### src/rtl/dffneg_pipe_if.sv
// Bus bundle for dffneg_pipe: advance/flush controls, input word with valid,
// last-stage output with valid, and occupancy. Scan pins exist only when
// DFFNEG_PIPE_SCAN_EN is defined.
interface dffneg_pipe_if #(
    parameter int WIDTH = 8,
    parameter int DEPTH = 4
);
    localparam int OW = $clog2(DEPTH + 1);

    logic             EN;
    logic             CLR;
    logic [WIDTH-1:0] D;
    logic             DV;
    logic [WIDTH-1:0] Q;
    logic             QV;
    logic [OW-1:0]    OCC;
`ifdef DFFNEG_PIPE_SCAN_EN
    logic             SE;
    logic             SI;
    logic             SO;

    modport master (output EN, CLR, D, DV, SE, SI, input Q, QV, OCC, SO);
    modport slave  (input EN, CLR, D, DV, SE, SI, output Q, QV, OCC, SO);
`else
    modport master (output EN, CLR, D, DV, input Q, QV, OCC);
    modport slave  (input EN, CLR, D, DV, output Q, QV, OCC);
`endif
endinterface

### src/rtl/dffneg_pipe.sv
// Falling-edge register pipeline with per-stage valid bits, stall, flush and
// occupancy count. Optional scan chain through all state bits when
// DFFNEG_PIPE_SCAN_EN is defined (chain order: SI -> vld[0] -> data[0][0..W-1]
// -> vld[1] -> ... -> data[DEPTH-1][WIDTH-1] -> SO).
module dffneg_pipe #(
    parameter int               WIDTH     = 8,
    parameter int               DEPTH     = 4,
    parameter logic [WIDTH-1:0] RESET_VAL = '0
) (
    input  logic         CLK,
    input  logic         R,
    dffneg_pipe_if.slave bus
);
    localparam int OW = $clog2(DEPTH + 1);

    logic [WIDTH-1:0] data [DEPTH];
    logic [DEPTH-1:0] vld;
    logic [OW-1:0]    occ_sum;

`ifdef DFFNEG_PIPE_SCAN_EN
    localparam int CHAIN = DEPTH * (WIDTH + 1);

    logic [CHAIN-1:0] chain_cur;
    logic [CHAIN-1:0] chain_nxt;

    // Flatten the state into chain order so a scan shift is a plain shift.
    always_comb begin
        chain_cur = '0;
        for (int i = 0; i < DEPTH; i++) begin
            chain_cur[i*(WIDTH+1)] = vld[i];
            for (int b = 0; b < WIDTH; b++) begin
                chain_cur[i*(WIDTH+1)+1+b] = data[i][b];
            end
        end
    end

    assign chain_nxt = {chain_cur[CHAIN-2:0], bus.SI};
    assign bus.SO    = data[DEPTH-1][WIDTH-1];
`endif

    // Stage registers: reset, then scan (if built), flush, advance, else hold.
    always_ff @(negedge CLK or negedge R) begin
        if (!R) begin
            for (int i = 0; i < DEPTH; i++) begin
                data[i] <= RESET_VAL;
            end
            vld <= '0;
        end
`ifdef DFFNEG_PIPE_SCAN_EN
        else if (bus.SE) begin
            for (int i = 0; i < DEPTH; i++) begin
                vld[i] <= chain_nxt[i*(WIDTH+1)];
                for (int b = 0; b < WIDTH; b++) begin
                    data[i][b] <= chain_nxt[i*(WIDTH+1)+1+b];
                end
            end
        end
`endif
        else if (bus.CLR) begin
            for (int i = 0; i < DEPTH; i++) begin
                data[i] <= RESET_VAL;
            end
            vld <= '0;
        end else if (bus.EN) begin
            data[0] <= bus.D;
            vld[0]  <= bus.DV;
            for (int i = 1; i < DEPTH; i++) begin
                data[i] <= data[i-1];
                vld[i]  <= vld[i-1];
            end
        end
    end

    // Occupancy is the popcount of the valid bits.
    always_comb begin
        occ_sum = '0;
        for (int i = 0; i < DEPTH; i++) begin
            occ_sum = occ_sum + OW'(vld[i]);
        end
    end

    assign bus.Q   = data[DEPTH-1];
    assign bus.QV  = vld[DEPTH-1];
    assign bus.OCC = occ_sum;
endmodule

### src/flat_wrapper.sv
// flat-port wrapper written by rule: the top's interface ports become plain ports
module dffneg_pipe_flat 
#(
    parameter int               WIDTH     = 8,
    parameter int               DEPTH     = 4,
    parameter logic [WIDTH-1:0] RESET_VAL = '0
)
  (CLK, R, bus_EN, bus_CLR, bus_D, bus_DV, bus_Q, bus_QV, bus_OCC);
  dffneg_pipe_if #(.WIDTH(WIDTH), .DEPTH(DEPTH)) bus_i ();
  input  logic CLK;
  input  logic R;
  input wire logic [$bits(bus_i.EN)-1:0] bus_EN;
  input wire logic [$bits(bus_i.CLR)-1:0] bus_CLR;
  input wire logic [$bits(bus_i.D)-1:0] bus_D;
  input wire logic [$bits(bus_i.DV)-1:0] bus_DV;
  output wire logic [$bits(bus_i.Q)-1:0] bus_Q;
  output wire logic [$bits(bus_i.QV)-1:0] bus_QV;
  output wire logic [$bits(bus_i.OCC)-1:0] bus_OCC;
  assign bus_i.EN = bus_EN;
  assign bus_i.CLR = bus_CLR;
  assign bus_i.D = bus_D;
  assign bus_i.DV = bus_DV;
  assign bus_Q = bus_i.Q;
  assign bus_QV = bus_i.QV;
  assign bus_OCC = bus_i.OCC;
  dffneg_pipe #(.WIDTH(WIDTH), .DEPTH(DEPTH), .RESET_VAL(RESET_VAL)) u_core (.CLK(CLK), .R(R), .bus(bus_i));
endmodule
### config.mk
export PLATFORM = sky130hd
export DESIGN_NAME = dffneg_pipe_flat
export DESIGN_NICKNAME = d
export VERILOG_FILES = /design/src/rtl/dffneg_pipe_if.sv /design/src/rtl/dffneg_pipe.sv /design/src/flat_wrapper.sv
export SDC_FILE = /design/constraint.sdc
export NUM_CORES = 1
export LEC_CHECK = 0
export ABC_CLOCK_PERIOD_IN_PS = 1550
export BUFFER_PORTS_ARGS = -buffer_cell sky130_fd_sc_hd__buf_2
export CORE_MARGIN = 3
export CORE_UTILIZATION = 45
export DETAILED_ROUTE_END_ITERATION = 10
export PLACE_DENSITY = 0.63
export SETUP_SLACK_MARGIN = 0.3
export SYNTH_ARGS = -nofsm -noshare
export SYNTH_HDL_FRONTEND = slang
export SYNTH_SLANG_ARGS = --single-unit
### constraint.sdc
create_clock -name CLK -period 1.55 [get_ports CLK]
set_input_delay 0.0775 -clock CLK [delete_from_list [all_inputs] [get_ports CLK]]
set_output_delay 0.0775 -clock CLK [all_outputs]
set_load 0.005 [all_outputs]
==> results.json, run 1 <==
{
  "clock-sinks": 36,
  "synth_top_family_by_area": "multiplexers",
  "die_height_um": 65.47,
  "grt_setup_unrepaired": "true",
  "io_buffers": 24,
  "slew_headroom_pct": 89.35,
  "cts.clk_slew.worst_paths_ns": 0.07,
  "status": "finished with violations",
  "fp.dieArea_mm2": 0.004286,
  "fp.dieW_um": 65.47,
  "clk_latency_ns": 0.32,
  "setup_viol": 12,
  "vdd_drop_max_mv": 0.4896,
  "pwr-share-seq_pct": 59.9,
  "drive_gt1_share_pct": 31.65,
  "synth_xor_area_share_pct": 0,
  "fin_nets": 174,
  "place_hpwl_um": 1577,
  "utilization_pct": 61.17,
  "gp_congestion": 0.7257,
  "netlist_instances": 127,
  "remaining_drc_errors": 0,
  "cp-start-kind": "flip-flop",
  "crit_type": "flip-flop to output pin",
  "power_density_mw_per_mm2": 842.5,
  "area_growth_pct": 23.11,
  "placed_cell_area_mm2": 0.001727,
  "final_area_mm2": 0.001959,
  "grt_pass1_vias": 1008,
  "gr-usage-all-layers_pct": 14.91,
  "vias": 974,
  "fin_ws_ns": -1.023,
  "slew_violations": 0,
  "htreeDepth": 2,
  "ant_nets": 0,
  "grt_first_pass_wirelength_um": 4767,
  "syn_nets": 143,
  "grt_start_max_net_pins": 37,
  "antenna_cells": 0,
  "drv_cap": 0,
  "syn_area_mm2": 0.001592,
  "finalHoldViolations": 0,
  "first_pass_iters": 4,
  "finalWirelength_um": 2749,
  "hold_path.class": "primary input to asynchronous set/reset pin",
  "violations": "setup timing",
  "start_util_pct": 49.69,
  "yosys_warnings": 0,
  "pre_cts_ws_ns": -0.6918,
  "synth_mux_area_share_pct": 22.64,
  "fin_skew_ns": 0.008050,
  "ys_ff_latch": 36,
  "seq_area_frac_synth_pct": 56.60,
  "cts_buffers": 5,
  "wl_per_cell_um": 13.61,
  "overflow": 0,
  "finalPower_mw": 1.651,
  "synth-simple-area-share_pct": 8.491,
  "tightest_slew_ns": 0.1553,
  "worstPathRequired_ns": 1.47,
  "io_pins": 25,
  "tritoncts": "yes",
  "cts-root-buf": "clkbuf_4",
  "combPwrFrac_pct": 12.0,
  "crit_start": "u_core.vld[1]$_DFFE_NN0P_",
  "p_switching_mw": 0.4050,
  "final_cell_mix": "nor2_1 (36), dfrtn_1 (36), mux2i_1 (34), buf_2 (20), buf_4 (8)",
  "synth-compound-area-share_pct": 0,
  "tns_ns": -4.364,
  "initialDrtViolationCount": 45,
  "vias_per_cell": 4.822,
  "clock_path_buffers": 2,
  "core_area_mm2": 0.003203,
  "reg2reg_from": "u_core.vld[0]$_DFFE_NN0P_",
  "synth_adder_area_share_pct": 2.830,
  "postSynthAreaPerCell_um2": 12.53,
  "crit_fanout": 2,
  "antenna_found_initial": 0,
  "arrival_ns": 2.50,
  "swShare_pct": 24.54,
  "power.clock.fraction_pct": 28.1,
  "internal_power_mw": 1.246,
  "floorplan.rows": 20,
  "worstSetupEndpointType": "output pin",
  "ys_types": 10,
  "p_leak_nw": 1.058
}
==> flip-flops by register name, summed over array words and instances, names as in the netlist <==
name and cells:
u_core.data 24, u_core.bus.Q 8, u_core.vld 4
==> cells in the mapped netlist, drive strengths merged <==
cell | count | area share, %
ha | 2 | 1.6
buf | 15 | 9.2
fa | 1 | 1.3
clkbuf | 1 | 0.24
dfrtn | 36 | 57
mux2i | 36 | 23
nor2 | 36 | 8.5
==> cells by family after synthesis <==
family	count (synthesis)
multiplexers	36
AND/OR/NAND/NOR	36
flip-flops	36
buffers and inverters	16
adder cells (fa/ha/maj)	3
==> path summary, 6_finish.rpt <==
| kind | end | slack (ns) | depth (start not counted) |
|---|---|---|---|
| max in group asynchronous | u_core.data[28]$_DFFE_NN0P_ | 0.97 | 2 |
| min in group CLK | u_core.bus.Q[0]$_DFFE_NN0P_ | 0.47 | 2 |
| worst max register to register | u_core.vld[1]$_DFFE_NN0P_ | 0.60 | 4 |
| worst min-delay path | u_core.data[27]$_DFFE_NN0P_ | 0.36 | 2 |
| worst max-delay path | bus_OCC[1] | -1.02 | 4 |
| worst min register to register | u_core.bus.Q[0]$_DFFE_NN0P_ | 0.47 | 2 |
==> routing by layer <==
metal	share of wire, %	vias to the layer above	global-route usage, %
met5	0	-	0
met4	0.91	0	4.663
met3	4.3	4	5.641
met2	49	17	23.64
met1	46	481	18.86
li1	-	472	-
==> per-stage QoR <==
step | hold slack (ns) | instances
6_report | 0.3581 | 202
5_1_grt | 0.3462 | 202
4_1_cts | 0.3639 | 198
3_5_place_dp | 0.4658 | 185
3_3_place_gp | 0.4562 | 185
2_1_floorplan | 0.4465 | 127
==> worst max-delay path, stage by stage (launching register included) <==
cell and delay, ns:
dfrtn_1 0.44, ha_1 0.25, fa_2 0.36, ha_4 0.24, buf_6 0.11
==> layout make-up <==
cell class                      count  area (um^2)
Sequential cell                    36        900.9
Timing Repair Buffer               40        385.4
Clock buffer                        6        41.29
Clock inverter                      1        5.005
Multi-Input combinational cell     75        571.8
Fill cell                         293         1244
Tap cell                           44        55.05
==> power by group through the flow <==
| stage | Combinational (mW) | Clock, mW | Sequential [mW] |
|---|---|---|---|
| final | 0.199 | 0.464 | 0.988 |
| after floorplan | 0.113 | 0 | 1.00 |
| after detailed placement | 0.159 | 0 | 1.00 |
| after CTS | 0.185 | 0.471 | 0.987 |
| after global routing | 0.219 | 0.529 | 0.992 |
| after global placement | 0.155 | 0 | 1.00 |
==> repair_timing <==
item | in CTS | in global routing
pin swaps | 0 | 0
resized for setup | 8 | 5
endpoints found under the setup margin | 33 | 22
cloned | 2 | 1
hold buffers | 0 | 0
buffers inserted | 4 | 3
(Power assumes the default switching activity.)
==> inputs of run 2 (changes only) <==
PLACE_DENSITY = 0.66   (was 0.63)
==> run 2 against run 1 <==
  * Clock skew down 0.0021 ns
  * Worst setup slack better by 0.0065 ns
  * The run still ends with setup timing left
  * Critical path depth did not move
  * Die area did not move
  * Non-clock buffer count unchanged
  * Combinational power grew 5%
  * Largest cell class unchanged
  * Cell count up 0.50%
==> results.json, run 2 (synthesis gave the netlist of run 1 again) <==
{
  "status": "finished with violations",
  "violations": "setup timing",
  "power.clock.fraction_pct": 30.2,
  "final_area_mm2": 0.001996,
  "start_util_pct": 49.69,
  "fp.dieW_um": 65.47,
  "fin_ws_ns": -1.016,
  "wl_per_cell_um": 14.28,
  "fin_skew_ns": 0.005940,
  "clock-sinks": 36,
  "ant_nets": 0,
  "htreeDepth": 2,
  "slew_headroom_pct": 87.40,
  "vias": 980,
  "hold_path.class": "primary input to asynchronous set/reset pin",
  "area_growth_pct": 25.39,
  "largest_reg_flops": 24,
  "rr_endpoint": "u_core.vld[2]$_DFFE_NN0P_",
  "cts-root-buf": "clkbuf_4",
  "antenna_found_initial": 0,
  "first_pass_iters": 4,
  "reg2reg_from": "u_core.vld[1]$_DFFE_NN0P_",
  "overflow": 0,
  "tritoncts": "yes",
  "pwr-share-seq_pct": 57.7,
  "grt_start_max_net_pins": 37,
  "final_cell_count_no_fill": 203,
  "clock_path_buffers": 2,
  "p_leak_nw": 1.074,
  "utilization_pct": 62.30,
  "cp-start-kind": "flip-flop",
  "cts.clk_slew.worst_paths_ns": 0.07,
  "io_pins": 25,
  "postCtsHoldBufs": 0,
  "initialDrtViolationCount": 28,
  "io_buffers": 24,
  "arrival_ns": 2.49,
  "worstPathRequired_ns": 1.47,
  "crit_type": "flip-flop to output pin",
  "grt_pass1_vias": 981,
  "power_density_mw_per_mm2": 859.2,
  "place_inst": 184,
  "fp.dieArea_mm2": 0.004286,
  "remaining_drc_errors": 0,
  "largest_register": "u_core.data",
  "floorplan.rows": 20,
  "r2r_cells": 3,
  "core_area_mm2": 0.003203,
  "tightest_slew_ns": 0.1853,
  "place_hpwl_um": 1626,
  "swShare_pct": 24.13,
  "gp_congestion": 0.7109,
  "cts_buffers": 5,
  "internal_power_mw": 1.301,
  "drv_cap": 0,
  "drive_gt1_share_pct": 32.70,
  "gr-usage-all-layers_pct": 15.16,
  "rrSetupSlack_ns": 0.63,
  "vias_per_cell": 4.828,
  "finalHoldViolations": 0,
  "final_cell_mix": "nor2_1 (36), dfrtn_1 (36), mux2i_1 (35), buf_2 (19), buf_4 (7)",
  "pre_cts_ws_ns": -0.7019,
  "finalWirelength_um": 2899,
  "grt_setup_unrepaired": "true",
  "clk_latency_ns": 0.33,
  "die_height_um": 65.47,
  "vdd_drop_max_mv": 0.6376,
  "combPwrFrac_pct": 12.1,
  "slew_violations": 0,
  "worstSetupEndpointType": "output pin",
  "fin_nets": 174,
  "setup_viol": 12,
  "placed_cell_area_mm2": 0.001707,
  "grt_first_pass_wirelength_um": 4747,
  "p_switching_mw": 0.4138,
  "crit_fanout": 2,
  "antenna_cells": 0
}
-- run 2: power groups by stage --
stage | Combinational, mW | Clock [mW] | Sequential [mW]
4_1_cts | 0.193 | 0.530 | 0.988
5_1_grt | 0.227 | 0.594 | 0.992
2_1_floorplan | 0.113 | 0 | 1.00
3_5_place_dp | 0.154 | 0 | 1.00
6_report | 0.208 | 0.518 | 0.989
3_3_place_gp | 0.150 | 0 | 1.00
-- run 2: area by class of cell --
class,instances,area [um^2]
Tap cell,44,55.05
Clock buffer,6,51.30
Multi-Input combinational cell,75,571.8
Sequential cell,36,900.9
Timing Repair Buffer,40,406.6
Fill cell,285,1207
Clock inverter,2,10.01
-- run 2: timing repair --
action / CTS / global route
resized for setup: 13 / 3
hold endpoints to repair: 0 / 0
buffers inserted: 2 / 5
setup endpoints to repair: 31 / 22
cloned: 3 / 1
pin swaps: 3 / 2
-- run 2: how the worst max path moves through the flow --
stage	start	endpoint	slack, ns
finish	u_core.vld[1]$_DFFE_NN0P_	bus_OCC[1]	-1.02
CTS	u_core.vld[1]$_DFFE_NN0P_	bus_OCC[1]	-1.05
floorplan	u_core.vld[0]$_DFFE_NN0P_	bus_OCC[1]	-0.57
global route	u_core.vld[0]$_DFFE_NN0P_	bus_OCC[1]	-1.09
detailed placement	u_core.vld[1]$_DFFE_NN0P_	bus_OCC[1]	-0.70
global placement	u_core.vld[0]$_DFFE_NN0P_	bus_OCC[1]	-0.67
-- run 2: worst max-delay path: stages (launching register included) --
cell	delay, ns
dfrtn_1	0.47
ha_4	0.22
fa_2	0.35
ha_4	0.27
buf_6	0.08
-- run 2: per-stage QoR --
stage | total power, mW | hold WS (ns) | setup TNS, ns
6_report | 1.715 | 0.3534 | -4.384
5_1_grt | 1.813 | 0.3612 | -5.099
4_1_cts | 1.712 | 0.3548 | -4.633
3_5_place_dp | 1.159 | 0.4683 | -4.210
3_3_place_gp | 1.152 | 0.4567 | -3.484
2_1_floorplan | 1.114 | 0.4465 | -1.510
-- run 2: layer usage --
layer  vias to the layer above  track usage [%]  part of all wire (%)
met4                         0            6.218                  0.34
met1                       486            19.42                    45
li1                        472                -                     -
met5                         -                0                     0
met2                        19            23.39                    51
met3                         3            5.299                   4.5
